## src/rtl/fft_pkg.sv

```systemverilog
// Shared constants, types and FSM state encoding for the FFT peak detector.
// Optional threshold counting in the top level is enabled by FFT_PEAK_THRESH_EN.
package fft_pkg;

  localparam int DATA_WIDTH  = 16;
  localparam int ADDR_WIDTH  = 8;
  localparam int FFT_SIZE    = 2 ** ADDR_WIDTH;
  localparam int SEARCH_BINS = 128;
  localparam int PWR_WIDTH   = 2 * DATA_WIDTH;

  typedef logic signed [DATA_WIDTH-1:0] sample_t;
  typedef logic [ADDR_WIDTH-1:0]        bin_t;
  typedef logic [PWR_WIDTH-1:0]         pwr_t;
  typedef logic [ADDR_WIDTH:0]          count_t;

  typedef enum logic [1:0] {IDLE, COLLECT, FLUSH, REPORT} peak_state_t;

  // Only the positive-frequency half of the spectrum competes for the peak.
  function automatic logic in_search(input bin_t bin);
    return int'(bin) < SEARCH_BINS;
  endfunction

endpackage

```

## src/rtl/fft_peak_detect_if.sv

```systemverilog
// Addressed FFT output stream (real, imag, addr, valid) feeding the peak detector.
interface fft_peak_detect_if;
  import fft_pkg::*;

  sample_t in_real;
  sample_t in_imag;
  bin_t    in_addr;
  logic    in_valid;

  modport master (output in_real, in_imag, in_addr, in_valid);
  modport slave  (input  in_real, in_imag, in_addr, in_valid);

endinterface

```

## src/rtl/fft_power_calc.sv

```systemverilog
// Power pipeline: registered squares with addr/valid alongside, then the sum
// of squares presented combinationally to the compare stage.
module fft_power_calc
  import fft_pkg::*;
(
  input  logic    clk,
  input  logic    rst_n,
  input  sample_t in_real,
  input  sample_t in_imag,
  input  bin_t    in_addr,
  input  logic    in_valid,
  output pwr_t    pwr,
  output bin_t    pwr_addr,
  output logic    pwr_valid
);

  logic signed [PWR_WIDTH-1:0] re_ext;
  logic signed [PWR_WIDTH-1:0] im_ext;
  pwr_t re_sq;
  pwr_t im_sq;

  assign re_ext = PWR_WIDTH'(in_real);
  assign im_ext = PWR_WIDTH'(in_imag);

  always_ff @(posedge clk or negedge rst_n) begin
    if (!rst_n) begin
      re_sq     <= '0;
      im_sq     <= '0;
      pwr_addr  <= '0;
      pwr_valid <= 1'b0;
    end else begin
      re_sq     <= $unsigned(re_ext * re_ext);
      im_sq     <= $unsigned(im_ext * im_ext);
      pwr_addr  <= in_addr;
      pwr_valid <= in_valid;
    end
  end

  // Each square is at most 2^30, so the unsigned sum never exceeds 2^31.
  assign pwr = re_sq + im_sq;

endmodule

```

## src/rtl/fft_peak_detect.sv

```systemverilog
// Per-frame peak-power bin detector downstream of the 256-point FFT.
// Define FFT_PEAK_THRESH_EN to add thr_power / above_count threshold counting.
module fft_peak_detect
  import fft_pkg::*;
(
  input  logic                clk,
  input  logic                rst_n,
  fft_peak_detect_if.slave    s_in,
`ifdef FFT_PEAK_THRESH_EN
  input  pwr_t                thr_power,
  output logic [ADDR_WIDTH:0] above_count,
`endif
  output bin_t                peak_bin,
  output pwr_t                peak_power,
  output logic                peak_valid,
  output logic                busy,
  output logic                err_overrun
);

  peak_state_t state;
  count_t      beat_cnt;
  bin_t        best_bin;
  pwr_t        best_pwr;
  pwr_t        pwr;
  bin_t        pwr_addr;
  logic        pwr_valid;
  logic        accept;
  logic        frame_start;
  logic        better;

  // Beats arriving while draining or reporting are dropped before the pipeline.
  assign accept      = s_in.in_valid && (state == IDLE || state == COLLECT);
  assign frame_start = s_in.in_valid && (state == IDLE);
  assign better      = pwr_valid && in_search(pwr_addr) &&
                       (pwr > best_pwr || (pwr == best_pwr && pwr_addr < best_bin));

  fft_power_calc u_power (
    .clk       (clk),
    .rst_n     (rst_n),
    .in_real   (s_in.in_real),
    .in_imag   (s_in.in_imag),
    .in_addr   (s_in.in_addr),
    .in_valid  (accept),
    .pwr       (pwr),
    .pwr_addr  (pwr_addr),
    .pwr_valid (pwr_valid)
  );

  always_ff @(posedge clk or negedge rst_n) begin
    if (!rst_n) begin
      state       <= IDLE;
      beat_cnt    <= '0;
      busy        <= 1'b0;
      peak_bin    <= '0;
      peak_power  <= '0;
      peak_valid  <= 1'b0;
      err_overrun <= 1'b0;
    end else begin
      peak_valid <= 1'b0;
      if (s_in.in_valid && (state == FLUSH || state == REPORT))
        err_overrun <= 1'b1;
      case (state)
        IDLE: begin
          if (s_in.in_valid) begin
            state    <= COLLECT;
            beat_cnt <= count_t'(1);
            busy     <= 1'b1;
          end
        end
        COLLECT: begin
          if (s_in.in_valid) begin
            if (int'(beat_cnt) == FFT_SIZE - 1) begin
              state    <= FLUSH;
              beat_cnt <= '0;
            end else begin
              beat_cnt <= beat_cnt + count_t'(1);
            end
          end
        end
        // beat_cnt is reused to time the two drain cycles.
        FLUSH: begin
          if (beat_cnt == count_t'(1)) begin
            state    <= REPORT;
            beat_cnt <= '0;
          end else begin
            beat_cnt <= count_t'(1);
          end
        end
        REPORT: begin
          state      <= IDLE;
          busy       <= 1'b0;
          peak_bin   <= best_bin;
          peak_power <= best_pwr;
          peak_valid <= 1'b1;
        end
        default: state <= IDLE;
      endcase
    end
  end

  always_ff @(posedge clk or negedge rst_n) begin
    if (!rst_n) begin
      best_bin <= '0;
      best_pwr <= '0;
    end else if (frame_start) begin
      best_bin <= '0;
      best_pwr <= '0;
    end else if (better) begin
      best_bin <= pwr_addr;
      best_pwr <= pwr;
    end
  end

`ifdef FFT_PEAK_THRESH_EN
  pwr_t                thr_reg;
  logic [ADDR_WIDTH:0] above_cnt;

  // Threshold is frozen for the whole frame at the first beat.
  always_ff @(posedge clk or negedge rst_n) begin
    if (!rst_n) begin
      thr_reg     <= '0;
      above_cnt   <= '0;
      above_count <= '0;
    end else begin
      if (frame_start) begin
        thr_reg   <= thr_power;
        above_cnt <= '0;
      end else if (pwr_valid && in_search(pwr_addr) && pwr > thr_reg) begin
        above_cnt <= above_cnt + 1'b1;
      end
      if (state == REPORT)
        above_count <= above_cnt;
    end
  end
`endif

endmodule

```

## src/flat_wrapper.sv

```systemverilog
// flat-port wrapper written by rule: the top's interface ports become plain ports
module fft_peak_detect_flat import fft_pkg::*;
  (clk, rst_n, peak_bin, peak_power, peak_valid, busy, err_overrun, s_in_in_real, s_in_in_imag, s_in_in_addr, s_in_in_valid);
  fft_peak_detect_if s_in_i ();
  input  logic clk;
  input  logic rst_n;
  output bin_t peak_bin;
  output pwr_t peak_power;
  output logic peak_valid;
  output logic busy;
  output logic err_overrun;
  input wire logic [$bits(s_in_i.in_real)-1:0] s_in_in_real;
  input wire logic [$bits(s_in_i.in_imag)-1:0] s_in_in_imag;
  input wire logic [$bits(s_in_i.in_addr)-1:0] s_in_in_addr;
  input wire logic [$bits(s_in_i.in_valid)-1:0] s_in_in_valid;
  assign s_in_i.in_real = s_in_in_real;
  assign s_in_i.in_imag = s_in_in_imag;
  assign s_in_i.in_addr = s_in_in_addr;
  assign s_in_i.in_valid = s_in_in_valid;
  fft_peak_detect u_core (.clk(clk), .rst_n(rst_n), .s_in(s_in_i), .peak_bin(peak_bin), .peak_power(peak_power), .peak_valid(peak_valid), .busy(busy), .err_overrun(err_overrun));
endmodule
```

## config.mk

```make
export PLATFORM = sky130hd
export DESIGN_NAME = fft_peak_detect_flat
export DESIGN_NICKNAME = d
export VERILOG_FILES = /design/src/rtl/fft_pkg.sv /design/src/rtl/fft_peak_detect_if.sv /design/src/rtl/fft_power_calc.sv /design/src/rtl/fft_peak_detect.sv /design/src/flat_wrapper.sv
export SDC_FILE = /design/constraint.sdc
export NUM_CORES = 1
export LEC_CHECK = 0
export BUFFER_PORTS_ARGS = -buffer_cell sky130_fd_sc_hd__buf_2
export CORE_MARGIN = 10
export CORE_UTILIZATION = 35
export CTS_CLUSTER_DIAMETER = 100
export CTS_CLUSTER_SIZE = 28
export DETAILED_ROUTE_END_ITERATION = 12
export GPL_ROUTABILITY_DRIVEN = 1
export GPL_TIMING_DRIVEN = 0
export PLACE_DENSITY_LB_ADDON = 0.1
export SLEW_MARGIN = 20
export SYNTH_ARGS = -nofsm -noshare
export SYNTH_HDL_FRONTEND = slang
export SYNTH_SLANG_ARGS = --single-unit
export TNS_END_PERCENT = 5
```

## constraint.sdc

```tcl
create_clock -name clk -period 4.32 [get_ports clk]
set_input_delay 0 -clock clk [delete_from_list [all_inputs] [get_ports clk]]
set_output_delay 0 -clock clk [all_outputs]
set_load 0.01 [all_outputs]
```

## Word-level counts from Yosys, hierarchy flattened

Index checks and enable logic that the tools add are counted.
Widths: inputs -> output; s select.

- Shift-type cells: 0
- Divide/modulo/power cells: 0
- Bitwise gates (word level): 0
- Equality and inequality tests: 10
- Multiply operators: 2
- Magnitude comparators: 3
- Multiplexer cells: 17
- $add $sub $neg: 2
- Reduce and logical (&&, ||, !) cells: 16

Operators with widths:

| cell | number |
|---|---|
| $mul 16x16->32 | 2 |
| $mux 32 | 2 |
| $add 32x32->32 | 1 |
| $eq 32x32->1 | 1 |
| $gt 32x32->1 | 1 |
| $mux 9 | 3 |
| $pmux 9 s3 | 1 |
| $mux 8 | 2 |
| $add 9x1->9 const B | 1 |
| $eq 9x1->1 const B | 1 |
| $eq 9x9->1 const B | 1 |
| $lt 8x8->1 | 1 |
| $lt 8x8->1 const B | 1 |
| $mux 2 | 4 |
| $ne 2x2->1 const B | 4 |
| $pmux 2 s4 | 1 |
| $logic_and 1x1->1 | 6 |
| $eq 2x2->1 const B | 2 |
| $reduce_and 4->1 | 1 |
| $reduce_bool 2->1 | 2 |
| $logic_or 1x1->1 | 3 |
| $mux 1 | 3 |
| $reduce_and 3->1 | 1 |
| $reduce_bool 3->1 | 1 |
| 4 further kinds | 4 |

- Bits in read-only memories: 0
- Input port bits: 43
- Output and inout bits: 43
- Bits in registers: 167
- Word-level logic and storage cells: 63
- RAM bits: 0
- Memories: 0
- Bits in latches: 0

## Longest topological paths before layout

Gate-level depths: netlist of the first run.

- Depth in word-level cells: 7
- Depth in mapped cells: 26
- Depth with buffers taken out: 24

## Cells and area by module

A second synthesis of the first run with hierarchy kept.

- Cell total of the unflattened synthesis: 2693
- Area total of the unflattened synthesis: 26421.6 µm²

By module, submodules not included:

| module | instances | area an instance (µm²) | cells each |
|---|---|---|---|
| fft_power_calc | 1 | 20945.1 | 2211 |
| fft_peak_detect | 1 | 5476.5 | 482 |

## Worst setup path before layout of the first run

No wires, ideal clock.

- Kind: input port to flip-flop
- From: input port s_in_in_imag[15]
- To: register u_core.u_power.im_sq[31]
- Slack: -1746 ps
- Path buffers: 2
- Setup time: 125 ps
- Data required time: 4195 ps
- Stages: 22
- Arrival: 5941 ps
- Cells stage by stage: clkbuf_1 -> inv_1 -> buf_1 -> nor2_1 -> fa_1 -> fa_1 -> fa_1 -> fa_1 -> fa_1 -> inv_1 -> fa_1 -> inv_1 -> ha_1 -> nand2_1 -> or2_2 -> nor2_1 -> nand3_1 -> a2111oi_2 -> a2111oi_4 -> o2111ai_1 -> a21oi_1 -> xnor2_1

- Word-level cells in the longest chain between the ends: 1

Ends and longest elaborated chain:

| element | line | source |
|---|---|---|
| start, declared | flat_wrapper.sv:13 | `input wire logic [$bits(s_in_i.in_imag)-1:0] s_in_in_imag;` |
| $mul 16x16->32 | fft_power_calc.sv:33 | `im_sq <= $unsigned(im_ext * im_ext);` |
| end signal, assigned | fft_power_calc.sv:33 |  |
| end, declared | fft_power_calc.sv:20 | `pwr_t im_sq;` |

Every way passes these cells.
A chain may end at the register's enable or synchronous reset.

## Worst setup path after layout of the first run

- From: input port s_in_in_imag[12]
- To: register u_core.u_power.im_sq[31]

The elaborated chain is that of the path after synthesis.

==> parameters.txt, run 1 <==
Parameter                              Value

Outcome
  Status ... complete, but fails checks
  Violated checks ... negative setup slack

Setup path
  Worst reg2reg path endpoint ... u_core.best_pwr[31]
  Cell repeated most along the worst path ... sky130_fd_sc_hd__fa_1
  Critical path arrival ... 5.58 ns
  Startpoint kind of the worst setup timing path ... input port
  Element type at the critical path end ... flip-flop
  Cells traversed along the worst timing path ... buf_2 > clkinvlp_4 > buf_4 > nor2_2 > ha_1 > xnor2_2 > fa_1 > fa_1 > fa_1 > fa_1 > inv_1 > fa_1 > inv_2 > ha_4 > nand2_2 > or2_4 > nor2_4 > nand3_4 > a2111oi_4 > a2111oi_4 > o2111ai_2 > a21oi_2 > xnor2_1
  Biggest cell delay along the critical path ... 0.60 ns
  Max Fanout on Critical Path ... 3
  Worst R2R Setup Slack ... -0.76 ns
  Critical path required time ... 4.65 ns
  R2r startpoint ... u_core.u_power.im_sq[14]
  First element of the critical path ... s_in_in_imag[12]
  Slowest CP cell ... sky130_fd_sc_hd__fa_1
  Cells on worst reg2reg path ... 21
  Setup Crit Path Kind ... in2reg

Synthesis
  Register area share after synthesis ... 16.2%
  Cells after synthesis ... 2573
  Ys async rst share ... 100%
  Cell types occupying the most area after synthesis ... sky130_fd_sc_hd__fa_1, sky130_fd_sc_hd__dfrtp_1, sky130_fd_sc_hd__ha_1, sky130_fd_sc_hd__inv_1, sky130_fd_sc_hd__xnor2_1
  Number of distinct library cells after synthesis ... 74
  #FFs+latches synth ... 165
  Cell accounting for the most synthesized area ... sky130_fd_sc_hd__fa_1
  Net Count, Synth ... 3340
  Number of enable flip-flop cells after synthesis ... 0
  Share of the synthesized area in the top cell type ... 37.2%
  Number of warnings issued by yosys ... 0
  Mean area per synthesized cell ... 9.88 µm²
  Netlist Area Pre-Place ... 0.0254 mm²
  Flip-flop cell with the highest count after synthesis ... sky130_fd_sc_hd__dfrtp_1

STA
  Setup repair after global routing missed its margin ... yes
  Final worst-path cycle share ... 122%
  Clock Skews ... 0.0181 ns
  Actual slew at the worst max-slew pin ... 0.964 ns
  Hold Vio Cnt, Final ... 0
  Min Clock Period, post-route ... 5.26 ns
  Highest clock frequency the design can meet ... 0.190 GHz
  Max-slew violation total from the final report ... 0
  Max-slew headroom at the worst pin ... 35.7%
  Final Worst Setup Slack ... -0.936 ns
  Number of setup violations in the final report ... 75
  Setup Total Neg Slack ... -47.25 ns

Global route
  Global-route track usage on met3 ... 2.03%
  Met2 layer usage reported by global route ... 27.7%
  Via count of the first global-routing pass ... 19800
  Most Used Layer, Global Route ... met2
  Global routing usage on met1 ... 21.1%
  First-pass GRT wire length ... 104 mm
  Total gr overflow ... 0
  Maximum number of pins on one net before global-route repair ... 86
  Overall routing resource usage ... 15.8%
  Number of antenna violations at the first check in global routing ... 0

Floorplan
  Die ar. ... 0.0838 mm²
  Placement Rows ... 98
  Die span in y ... 290 µm
  Starting density of the core ... 35.4%
  Horizontal extent of the die ... 290 µm
  Ports placed on the boundary ... 86
  Core area ... 0.0717 mm²

Clocking
  Root Driver ... sky130_fd_sc_hd__clkbuf_16
  Level count of the clock H-tree ... 4
  Clk pin slew, worst setup/hold paths ... 0.07 ns
  Skew-Pair Late Insertion Delay ... 0.46 ns
  Clock tree buffer depth ... 2
  CTS buffer count ... 17
  TritonCTS clock tree ... done
  Clk sinks ... 165

Placed design
  Total instance count after detailed placement ... 3606
  # port buffers ... 82
  Dpl hpwl ... 52.5 mm
  Global placement routability congestion ... 0.853

Routing
  DRC violation count after routing ... 0
  Number of vias in the routed layout ... 17700
  Antenna viol nets, final ... 0
  Vias/cell ... 4.73
  Average wire length per cell after detail routing ... 17.0 µm
  Final wirelength ... 63.7 mm
  Drt first-iter violations ... 707
  Number of detailed-routing iterations run before antenna repair ... 5

Cells and area
  Most frequent standard cell in the layout excluding fill and tap cells ... sky130_fd_sc_hd__inv_1
  Non-filler instance count after layout ... 3746
  Proportion of layout cells with a drive suffix above 1 ... 18.7%
  Commonest cells after routing, fill and taps aside ... sky130_fd_sc_hd__inv_1, sky130_fd_sc_hd__fa_1, sky130_fd_sc_hd__ha_1
  Layout overhead on the synthesized area ... 20.2%
  Final nets ... 3549

Hold path
  Hold WC Path Type ... in2reg
  Hold path endpoint ... u_core.u_power.im_sq[2]
  Start point of the worst hold path ... s_in_in_imag[1]
  WHS Path Cells ... 3

Run
  # Max-Cap Violations ... 0
-- cell usage after synthesis, types with 13 or more instances --
| master | number |
|---|---|
| sky130_fd_sc_hd__inv_1 | 690 |
| sky130_fd_sc_hd__nand3_1 | 26 |
| sky130_fd_sc_hd__a22o_1 | 38 |
| sky130_fd_sc_hd__fa_1 | 472 |
| sky130_fd_sc_hd__nand2_1 | 193 |
| sky130_fd_sc_hd__and2_1 | 81 |
| sky130_fd_sc_hd__ha_1 | 252 |
| sky130_fd_sc_hd__a21oi_1 | 67 |
| sky130_fd_sc_hd__nor2_1 | 99 |
| sky130_fd_sc_hd__dfrtp_1 | 165 |
| sky130_fd_sc_hd__xor2_1 | 31 |
| sky130_fd_sc_hd__mux2_2 | 41 |
| sky130_fd_sc_hd__xnor2_1 | 85 |
| sky130_fd_sc_hd__clkbuf_1 | 52 |
| sky130_fd_sc_hd__nor3_1 | 16 |
| sky130_fd_sc_hd__a21o_1 | 39 |
| sky130_fd_sc_hd__nor2b_1 | 13 |
| sky130_fd_sc_hd__o21ai_0 | 37 |
-- repair_timing --
| item | 4_1_cts | 5_1_grt |
|---|---|---|
| endpoints found under the hold margin | 97 | 0 |
| endpoints found under the setup margin | 84 | 81 |
| gates resized for setup | 303 | 91 |
| pin swaps | 125 | 63 |
| cloned | 1 | 2 |
| buffers inserted | 74 | 20 |
| hold buffers | 13 | 0 |
-- critical path, delay by kind of cell --
| family | cells | cell delay (ns) |
|---|---|---|
| adder cells (fa/ha/maj) | 7 | 3.13 |
| AO/OA/AOI/OAI | 4 | 0.82 |
| AND/OR/NAND/NOR | 5 | 0.73 |
| buffers and inverters | 5 | 0.62 |
| XOR/XNOR | 2 | 0.28 |
-- final cells by class --
class	instances	area [µm²]
Antenna cell	1	2.50
Buffer	59	925
Clock buffer	18	439
Clock inverter	14	161
Fill cell	7104	41200
Inverter	690	2630
Multi-Input combinational cell	1656	19500
Sequential cell	165	4130
Tap cell	950	1190
Timing Repair Buffer	193	1540
-- kinds of logic (layout without fill, tap and decap cells) --
family / Yosys count / in the layout / share of synthesized area (%)
adders and majority gates: 724 / 724 / 49.6
muxes: 46 / 46 / 2.01
buffers and inverters: 752 / 974 / 11.1
DFF: 165 / 165 / 16.2
xor gates and xnor gates: 116 / 116 / 4.00
other: 0 / 1 / 0
AOI/OAI and AO/OA: 285 / 285 / 8.07
and+or+nand+nor: 485 / 485 / 8.96
-- sequential cells by signal, indices dropped and copies added, names as in the netlist, 2 cells and up --
name,count
u_core.u_power.im_sq,31
u_core.state,2
u_core.best_bin,8
u_core.u_power.pwr_addr,8
u_core.u_power.re_sq,31
u_core.best_pwr,32
u_core.peak_power,32
u_core.beat_cnt,9
u_core.peak_bin,8
-- per-stage QoR --
step / worst slack [ns] / hold slack [ns] / cell area [µm²] / utilization, %
floorplan: -0.980 / -0.296 / 25700 / -
global placement: -2.05 / 0.110 / 27300 / 38.0
detailed placement: -2.07 / 0.0372 / 27300 / 38.1
CTS: -1.04 / 0.0549 / 30000 / 41.8
global route: -1.12 / 0.0601 / 30500 / 42.6
finish: -0.936 / 0.0694 / 30500 / 42.6
-- metal layers --
metal	wire [µm]	part of all wire, %	vias up
met5	0	0	-
met4	724	1.1	0
met3	2150	3.4	38
met2	32300	51	199
met1	28500	45	9210
li1	-	-	8280
-- worst max-delay path by stage --
stage                     slack [ns]  cells after the start                        to
after floorplan                -0.98                     23  u_core.u_power.re_sq[30]
final                          -0.94                     23  u_core.u_power.im_sq[31]
after detailed placement       -2.07                     20  u_core.u_power.im_sq[30]
after CTS                      -1.04                     22  u_core.u_power.im_sq[31]
after global placement         -2.05                     22  u_core.u_power.im_sq[31]
after global routing           -1.12                     24  u_core.u_power.im_sq[31]
Power of run 1 is not shown: default switching activity piles up to over one toggle a cycle in this logic, so the estimate is an artifact.
==> inputs of run 2 (changes only) <==
--- a/config.mk
+++ b/config.mk
@@ -6,6 +6,7 @@
 export NUM_CORES = 1
 export LEC_CHECK = 0
 export BUFFER_PORTS_ARGS = -buffer_cell sky130_fd_sc_hd__buf_2
+export CORE_ASPECT_RATIO = 0.9
 export CORE_MARGIN = 10
 export CORE_UTILIZATION = 35
 export CTS_CLUSTER_DIAMETER = 100
@@ -13,7 +14,7 @@
 export DETAILED_ROUTE_END_ITERATION = 12
 export GPL_ROUTABILITY_DRIVEN = 1
 export GPL_TIMING_DRIVEN = 0
-export PLACE_DENSITY_LB_ADDON = 0.1
+export PLACE_DENSITY = 0.53
 export SLEW_MARGIN = 20
 export SYNTH_ARGS = -nofsm -noshare
 export SYNTH_HDL_FRONTEND = slang
==> parameters.txt, run 2 (same netlist as run 1, synthesis figures left out) <==
Parameter                              Value

Outcome
  Status ... complete, but fails checks (unchanged)
  Violated checks ... negative setup slack (unchanged)

Setup path
  Biggest cell delay along the critical path ... 0.41 ns (was 0.60 ns)
  Critical path arrival ... 5.51 ns (was 5.58 ns)
  Cells traversed along the worst timing path ... ha_4 > and4_4 > and4_4 > a221oi_4 > a21oi_4 > o21ai_4 > a41oi_2 > or2_4 > xor2_1 > ha_1 > nand4_1 > nor3_4 > nand4_1 > a21oi_2 > nor4_2 > a2111o_1 > a21boi_2 > buf_6 > buf_4 > a22o_1 (was buf_2 > clkinvlp_4 > buf_4 > nor2_2 > ha_1 > xnor2_2 > fa_1 > fa_1 > fa_1 > fa_1 > inv_1 > fa_1 > inv_2 > ha_4 > nand2_2 > or2_4 > nor2_4 > nand3_4 > a2111oi_4 > a2111oi_4 > o2111ai_2 > a21oi_2 > xnor2_1)
  Max Fanout on Critical Path ... 4 (was 3)
  Element type at the critical path end ... flip-flop (unchanged)
  Startpoint kind of the worst setup timing path ... flip-flop (was input port)
  Buf/Inv on CP ... 2 (was 5)
  Setup Crit Path Kind ... reg2reg (was in2reg)
  Largest delay contributor family on the critical path ... compound AO/OA/AOI/OAI gates (was adder cells)
  Critical path required time ... 4.64 ns (was 4.65 ns)
  Slowest CP cell ... sky130_fd_sc_hd__a2111o_1 (was sky130_fd_sc_hd__fa_1)

Routing
  Antenna viol nets, final ... 0 (unchanged)
  DRC violation count after routing ... 0 (unchanged)
  Vias/cell ... 4.78 (was 4.73)
  Number of detailed-routing iterations run before antenna repair ... 4 (was 5)
  Final wirelength ... 61.4 mm (was 63.7 mm)
  Average wire length per cell after detail routing ... 16.4 µm (was 17.0 µm)
  Number of vias in the routed layout ... 17900 (was 17700)
  Drt first-iter violations ... 896 (was 707)

STA
  Setup repair after global routing missed its margin ... yes (unchanged)
  Actual slew at the worst max-slew pin ... 0.959 ns (was 0.964 ns)
  Clock Skews ... 0.0112 ns (was 0.0181 ns)
  Final worst-path cycle share ... 120% (was 122%)
  Hold Vio Cnt, Final ... 0 (unchanged)
  Max-slew violation total from the final report ... 0 (unchanged)
  Max-slew headroom at the worst pin ... 36.1% (was 35.7%)
  Min Clock Period, post-route ... 5.19 ns (was 5.26 ns)
  Number of setup violations in the final report ... 77 (was 75)
  Highest clock frequency the design can meet ... 0.193 GHz (was 0.190 GHz)
  Worst hold slack across all endpoints ... 0.0447 ns (was 0.0694 ns)
  Final Worst Setup Slack ... -0.872 ns (was -0.936 ns)

Clocking
  Clk sinks ... 165 (unchanged)
  Root Driver ... sky130_fd_sc_hd__clkbuf_16 (unchanged)
  TritonCTS clock tree ... done (unchanged)
  CTS buffer count ... 17 (unchanged)
  Clk pin slew, worst setup/hold paths ... 0.07 ns (about the same)
  Skew-Pair Late Insertion Delay ... 0.44 ns (was 0.46 ns)
  Clock tree buffer depth ... 2 (unchanged)
  Level count of the clock H-tree ... 4 (unchanged)

Placed design
  Post-placement setup slack ... -2.05 ns (was -2.07 ns)
  # port buffers ... 82 (unchanged)
  Global placement routability congestion ... 0.882 (was 0.853)
  Total instance count after detailed placement ... 3606 (unchanged)
  Placed cell area ... 0.0273 mm² (unchanged)
  Dpl hpwl ... 50.1 mm (was 52.5 mm)

Floorplan
  Die span in y ... 276 µm (was 290 µm)
  Horizontal extent of the die ... 304 µm (was 290 µm)
  Die ar. ... 0.0838 mm² (about the same)
  Core area ... 0.0718 mm² (was 0.0717 mm²)
  Placement Rows ... 93 (was 98)
  Starting density of the core ... 35.4% (about the same)
  Ports placed on the boundary ... 86 (unchanged)

Global route
  Maximum number of pins on one net before global-route repair ... 84 (was 86)
  Overall routing resource usage ... 15.0% (was 15.8%)
  Total gr overflow ... 0 (unchanged)
  First-pass GRT wire length ... 101 mm (was 104 mm)
  Number of antenna violations at the first check in global routing ... 0 (unchanged)
  Via count of the first global-routing pass ... 19500 (was 19800)

Hold path
  Hold WC Path Type ... in2reg (unchanged)

Cells and area
  Total area of multi-input combinational cells ... 0.0196 mm² (was 0.0195 mm²)
  Final instance area ... 0.0307 mm² (was 0.0305 mm²)
  N_diodes ... 0 (was 1)
  Layout overhead on the synthesized area ... 20.7% (was 20.2%)
  Proportion of layout cells with a drive suffix above 1 ... 19.5% (was 18.7%)
  Non-filler instance count after layout ... 3749 (was 3746)
  Flip-flop and latch area ... 0.00413 mm² (unchanged)
  Commonest cells after routing, fill and taps aside ... sky130_fd_sc_hd__inv_1, sky130_fd_sc_hd__fa_1, sky130_fd_sc_hd__ha_1 (unchanged)
  Top Registers ... u_core.best_pwr: 32 flops, u_core.peak_power: 32 flops (unchanged)
  Filler Cells Inserted ... 6917 (was 7104)
  Most frequent standard cell in the layout excluding fill and tap cells ... sky130_fd_sc_hd__inv_1 (unchanged)
  Final nets ... 3555 (was 3549)

Run
  # Max-Cap Violations ... 0 (unchanged)
run 2: changes by cell type in the layout (fill, tap and decap cells not counted), moves of 4 or more:
cell	before	now
sky130_fd_sc_hd__nand2_1	175	169
sky130_fd_sc_hd__buf_4	89	96
sky130_fd_sc_hd__buf_2	59	55
sky130_fd_sc_hd__clkinv_8	4	0
sky130_fd_sc_hd__ha_4	30	25
sky130_fd_sc_hd__fa_1	454	446
sky130_fd_sc_hd__fa_2	18	26
sky130_fd_sc_hd__nand2_2	15	20
run 2: cell type report:
| type | instances | share of cell area (%) |
|---|---|---|
| multi-input combinational | 1656 | 63.8 |
| sequential | 165 | 13.5 |
| inverter | 690 | 8.57 |
| timing repair buffer | 199 | 5.46 |
| tap | 950 | 3.87 |
| buffer | 59 | 3.01 |
| clock buffer | 20 | 1.49 |
| clock inverter | 10 | 0.294 |
run 2: timing repair:
item	in CTS	in global routing
setup buffers	57	46
endpoints found under the hold margin	95	0
endpoints found under the setup margin	84	81
hold buffers	13	0
gates cloned	0	1
resized for setup	292	148
pin swaps	83	97
run 2: layer usage:
layer  global-route usage (%)  up-vias  wire (µm)
met5                        0        -          0
met4                     2.02        0        534
met3                     2.12       35       2730
met2                     25.5      288      29800
met1                     20.5     9290      28300
li1                         -     8301          -
run 2: stage by stage:
step                utilization (%)  TNS (ns)
detailed placement             38.0   -116.96
global route                   42.7    -64.54
CTS                            41.4    -51.55
finish                         42.7    -51.28
global placement               38.0   -110.31
floorplan                         -    -24.23
run 2: path summary, 6_finish.rpt:
check / from / to / slack [ns] / depth (start not counted)
max reg2reg: u_core.u_power.re_sq[15] / u_core.best_pwr[0] / -0.87 / 20
max in group asynchronous: rst_n / u_core.u_power.re_sq[31] / 3.35 / 3
max: u_core.u_power.re_sq[15] / u_core.best_pwr[0] / -0.87 / 20
min reg2reg: u_core.err_overrun / u_core.err_overrun / 0.47 / 1
min: s_in_in_imag[0] / u_core.u_power.im_sq[2] / 0.04 / 3
min in group asynchronous: rst_n / u_core.peak_bin[4] / 0.14 / 2
run 2: worst min-delay path: cells and delay by family:
family / cells / cell delay (ns)
buf+inv: 2 / 0.33
simple gates: 1 / 0.09
Power of run 2 is left out for the same reason.
==> inputs of run 3 (changes only) <==
--- a/config.mk
+++ b/config.mk
@@ -18,5 +18,6 @@
 export SLEW_MARGIN = 20
 export SYNTH_ARGS = -nofsm -noshare
 export SYNTH_HDL_FRONTEND = slang
+export SYNTH_HIERARCHICAL = 1
 export SYNTH_SLANG_ARGS = --single-unit
 export TNS_END_PERCENT = 5
==> parameters.txt, run 3 <==
Parameter                              Value

Clocking
  TritonCTS clock tree ... done (unchanged)
  Skew-Pair Late Insertion Delay ... 0.44 ns (about the same)
  Clk pin slew, worst setup/hold paths ... 0.07 ns (about the same)
  Level count of the clock H-tree ... 4 (unchanged)
  Clk sinks ... 165 (unchanged)
  Clock tree buffer depth ... 2 (unchanged)
  CTS buffer count ... 17 (unchanged)
  Root Driver ... sky130_fd_sc_hd__clkbuf_16 (unchanged)

Outcome
  Status ... complete, but fails checks (unchanged)
  Violated checks ... negative setup slack (unchanged)

STA
  Min Clock Period, post-route ... 5.38 ns (was 5.19 ns)
  Setup Total Neg Slack ... -45.49 ns (was -51.28 ns)
  Final Worst Setup Slack ... -1.06 ns (was -0.872 ns)
  Final worst-path cycle share ... 125% (was 120%)
  Max-slew headroom at the worst pin ... 43.5% (was 36.1%)
  Highest clock frequency the design can meet ... 0.186 GHz (was 0.193 GHz)
  Worst hold slack across all endpoints ... 0.0726 ns (was 0.0447 ns)
  Max-slew violation total from the final report ... 0 (unchanged)
  Number of setup violations in the final report ... 79 (was 77)
  Hold Vio Cnt, Final ... 0 (unchanged)
  Setup repair after global routing missed its margin ... yes (unchanged)
  Clock Skews ... 0.0205 ns (was 0.0112 ns)
  Actual slew at the worst max-slew pin ... 0.842 ns (was 0.959 ns)

Cells and area
  Commonest cells after routing, fill and taps aside ... sky130_fd_sc_hd__inv_1, sky130_fd_sc_hd__fa_1, sky130_fd_sc_hd__ha_1 (unchanged)
  Final nets ... 3655 (was 3555)
  Filler Cells Inserted ... 7146 (was 6917)
  Layout overhead on the synthesized area ... 18.4% (was 20.7%)
  Top Registers ... u_core/best_pwr: 32 flops, u_core/peak_power: 32 flops (was u_core.best_pwr: 32 flops, u_core.peak_power: 32 flops)
  Most frequent standard cell in the layout excluding fill and tap cells ... sky130_fd_sc_hd__inv_1 (unchanged)
  Total area of multi-input combinational cells ... 0.0202 mm² (was 0.0196 mm²)
  Flip-flop and latch area ... 0.00413 mm² (unchanged)
  Proportion of layout cells with a drive suffix above 1 ... 20.5% (was 19.5%)
  N_diodes ... 0 (unchanged)

Setup path
  Element type at the critical path end ... flip-flop (unchanged)
  Critical path required time ... 4.66 ns (was 4.64 ns)
  Startpoint kind of the worst setup timing path ... input port (was flip-flop)
  Critical path arrival ... 5.73 ns (was 5.51 ns)
  Max Fanout on Critical Path ... 10 (was 4)
  Setup Crit Path Kind ... in2reg (was reg2reg)

Synthesis
  Netlist Area Pre-Place ... 0.0264 mm² (was 0.0254 mm²)
  Compound-cell area share of the yosys netlist ... 8.84% (was 8.07%)
  Cell types occupying the most area after synthesis ... sky130_fd_sc_hd__fa_1, sky130_fd_sc_hd__dfrtp_1, sky130_fd_sc_hd__ha_1, sky130_fd_sc_hd__inv_1, sky130_fd_sc_hd__xnor2_1 (unchanged)
  Number of enable flip-flop cells after synthesis ... 0 (unchanged)
  Simple-Gate Fraction of Synth Area ... 10.7% (was 8.96%)
  Number of warnings issued by yosys ... 6 (was 0)
  Multiplexer share of the synthesized area ... 1.97% (was 2.01%)
  Cells after synthesis ... 2693 (was 2573)
  Cell accounting for the most synthesized area ... sky130_fd_sc_hd__fa_1 (unchanged)
  Register area share after synthesis ... 15.6% (was 16.2%)
  Ys async rst share ... 100% (unchanged)
  Count leader, synth ... sky130_fd_sc_hd__inv_1 (unchanged)
  Dominant combinational cell family by area after synthesis ... adder cells (unchanged)
  Number of distinct library cells after synthesis ... 80 (was 74)
  Xor and xnor area share after synthesis ... 3.94% (was 4.00%)
  Share of the synthesized area in the top cell type ... 35.5% (was 37.2%)
  Mean area per synthesized cell ... 9.81 µm² (was 9.88 µm²)
  Flip-flop cell with the highest count after synthesis ... sky130_fd_sc_hd__dfrtp_1 (unchanged)
  Share of synthesized cell area in full adder, half adder and majority cells ... 47.5% (was 49.6%)
  Net Count, Synth ... 3459 (was 3340)
  Most frequent cells after synthesis ... sky130_fd_sc_hd__inv_1, sky130_fd_sc_hd__fa_1, sky130_fd_sc_hd__ha_1 (unchanged)
  #FFs+latches synth ... 165 (unchanged)

Floorplan
  Die span in y ... 281 µm (was 276 µm)
  Die ar. ... 0.0869 mm² (was 0.0838 mm²)
  Horizontal extent of the die ... 310 µm (was 304 µm)
  Core area ... 0.0748 mm² (was 0.0718 mm²)
  Starting density of the core ... 35.3% (was 35.4%)
  Placement Rows ... 95 (was 93)
  Ports placed on the boundary ... 86 (unchanged)

Routing
  Final wirelength ... 65.0 mm (was 61.4 mm)
  Number of detailed-routing iterations run before antenna repair ... 7 (was 4)
  Vias/cell ... 4.78 (about the same)
  Number of vias in the routed layout ... 18500 (was 17900)
  Met2 wire length ... 32.6 mm (was 29.8 mm)
  Routed wire length on met3 ... 2.24 mm (was 2.73 mm)
  Average wire length per cell after detail routing ... 16.8 µm (was 16.4 µm)
  Antenna viol nets, final ... 0 (unchanged)
  Drt first-iter violations ... 969 (was 896)
  Uppermost metal layer occupied by signal nets ... met4 (unchanged)
  Met1 routed wirelength after detailed routing ... 29.0 mm (was 28.3 mm)
  DRC violation count after routing ... 0 (unchanged)

Placed design
  Global placement routability congestion ... 0.873 (was 0.882)
  Post-placement setup slack ... -2.10 ns (was -2.05 ns)
  Dpl hpwl ... 53.9 mm (was 50.1 mm)
  # port buffers ... 83 (was 82)

Run
  # Max-Cap Violations ... 0 (unchanged)

Global route
  Maximum number of pins on one net before global-route repair ... 100 (was 84)
  Via count of the first global-routing pass ... 20600 (was 19500)
  Total gr overflow ... 0 (unchanged)
  Overall routing resource usage ... 15.4% (was 15.0%)
  First-pass GRT wire length ... 107 mm (was 101 mm)
  Number of antenna violations at the first check in global routing ... 1 (was 0)

Hold path
  Hold WC Path Type ... in2async (was in2reg)
==> run 3: cells by family after synthesis <==
| logic type | Yosys count |
|---|---|
| buffers and inverters | 775 |
| muxes | 47 |
| AOI/OAI and AO/OA | 324 |
| adders and majority gates | 723 |
| xor gates and xnor gates | 119 |
| DFF | 165 |
| and+or+nand+nor | 540 |
==> run 3: layout make-up <==
cell class                 count  area share (%)
buffer                        75            3.50
clock inverter                12           0.348
tap                          970            3.88
clock buffer                  20            1.46
multi-input combinational   1753            64.7
inverter                     700            8.47
timing repair buffer         177            4.42
sequential                   165            13.2
==> run 3: worst paths after layout <==
kind | from | endpoint | slack, ns | depth (start not counted)
max | s_in_in_imag[9] | u_core/u_power/im_sq[30] | -1.06 | 24
min | rst_n | u_core/best_bin[1] | 0.07 | 2
max reg2reg | u_core/u_power/im_sq[7] | u_core/best_bin[2] | -0.65 | 19
min reg2reg | u_core/err_overrun | u_core/err_overrun | 0.48 | 1
max in group asynchronous | rst_n | u_core/u_power/im_sq[2] | 3.36 | 3
min in group clk | s_in_in_addr[0] | u_core/u_power/pwr_addr[0] | 0.21 | 2
==> run 3: through the flow <==
stage	util, %	cells	instance area, µm²
6_report	41.8	3872	31300
4_1_cts	41.3	3855	30900
5_1_grt	41.8	3872	31300
3_5_place_dp	38.0	3747	28400
2_1_floorplan	-	2693	26800
3_3_place_gp	38.0	3746	28400
==> run 3: critical path, cell delays in order <==
cell and delay (ns):
sky130_fd_sc_hd__buf_6 0.14, sky130_fd_sc_hd__clkbuf_16 0.18, sky130_fd_sc_hd__and2_4 0.14, sky130_fd_sc_hd__fa_1 0.52
sky130_fd_sc_hd__inv_1 0.05, sky130_fd_sc_hd__fa_2 0.54, sky130_fd_sc_hd__fa_1 0.42, sky130_fd_sc_hd__inv_1 0.09
sky130_fd_sc_hd__fa_2 0.46, sky130_fd_sc_hd__fa_1 0.53, sky130_fd_sc_hd__inv_2 0.04, sky130_fd_sc_hd__fa_1 0.54
sky130_fd_sc_hd__inv_2 0.06, sky130_fd_sc_hd__ha_4 0.27, sky130_fd_sc_hd__and2_4 0.13, sky130_fd_sc_hd__nand4_1 0.13
sky130_fd_sc_hd__buf_4 0.18, sky130_fd_sc_hd__nor3_4 0.18, sky130_fd_sc_hd__and2_1 0.16, sky130_fd_sc_hd__a221o_1 0.27
sky130_fd_sc_hd__a211oi_4 0.11, sky130_fd_sc_hd__o31ai_2 0.31, sky130_fd_sc_hd__a21oi_2 0.09, sky130_fd_sc_hd__xnor2_1 0.18
==> run 3: routing by layer <==
| layer | up-vias | global-route usage, % |
|---|---|---|
| li1 | 8642 | - |
| met1 | 9534 | 20.3 |
| met2 | 264 | 26.9 |
| met3 | 60 | 1.78 |
| met4 | 0 | 3.38 |
| met5 | - | 0 |
==> run 3: timing repair <==
| item | in CTS | in global routing |
|---|---|---|
| endpoints found under the hold margin | 80 | 0 |
| setup endpoints to repair | 84 | 82 |
| hold buffers | 14 | 0 |
| setup buffers | 61 | 17 |
| gates cloned | 1 | 0 |
| gates resized for setup | 271 | 74 |
| pin swaps | 109 | 47 |
Power of run 3 is left out for the same reason.
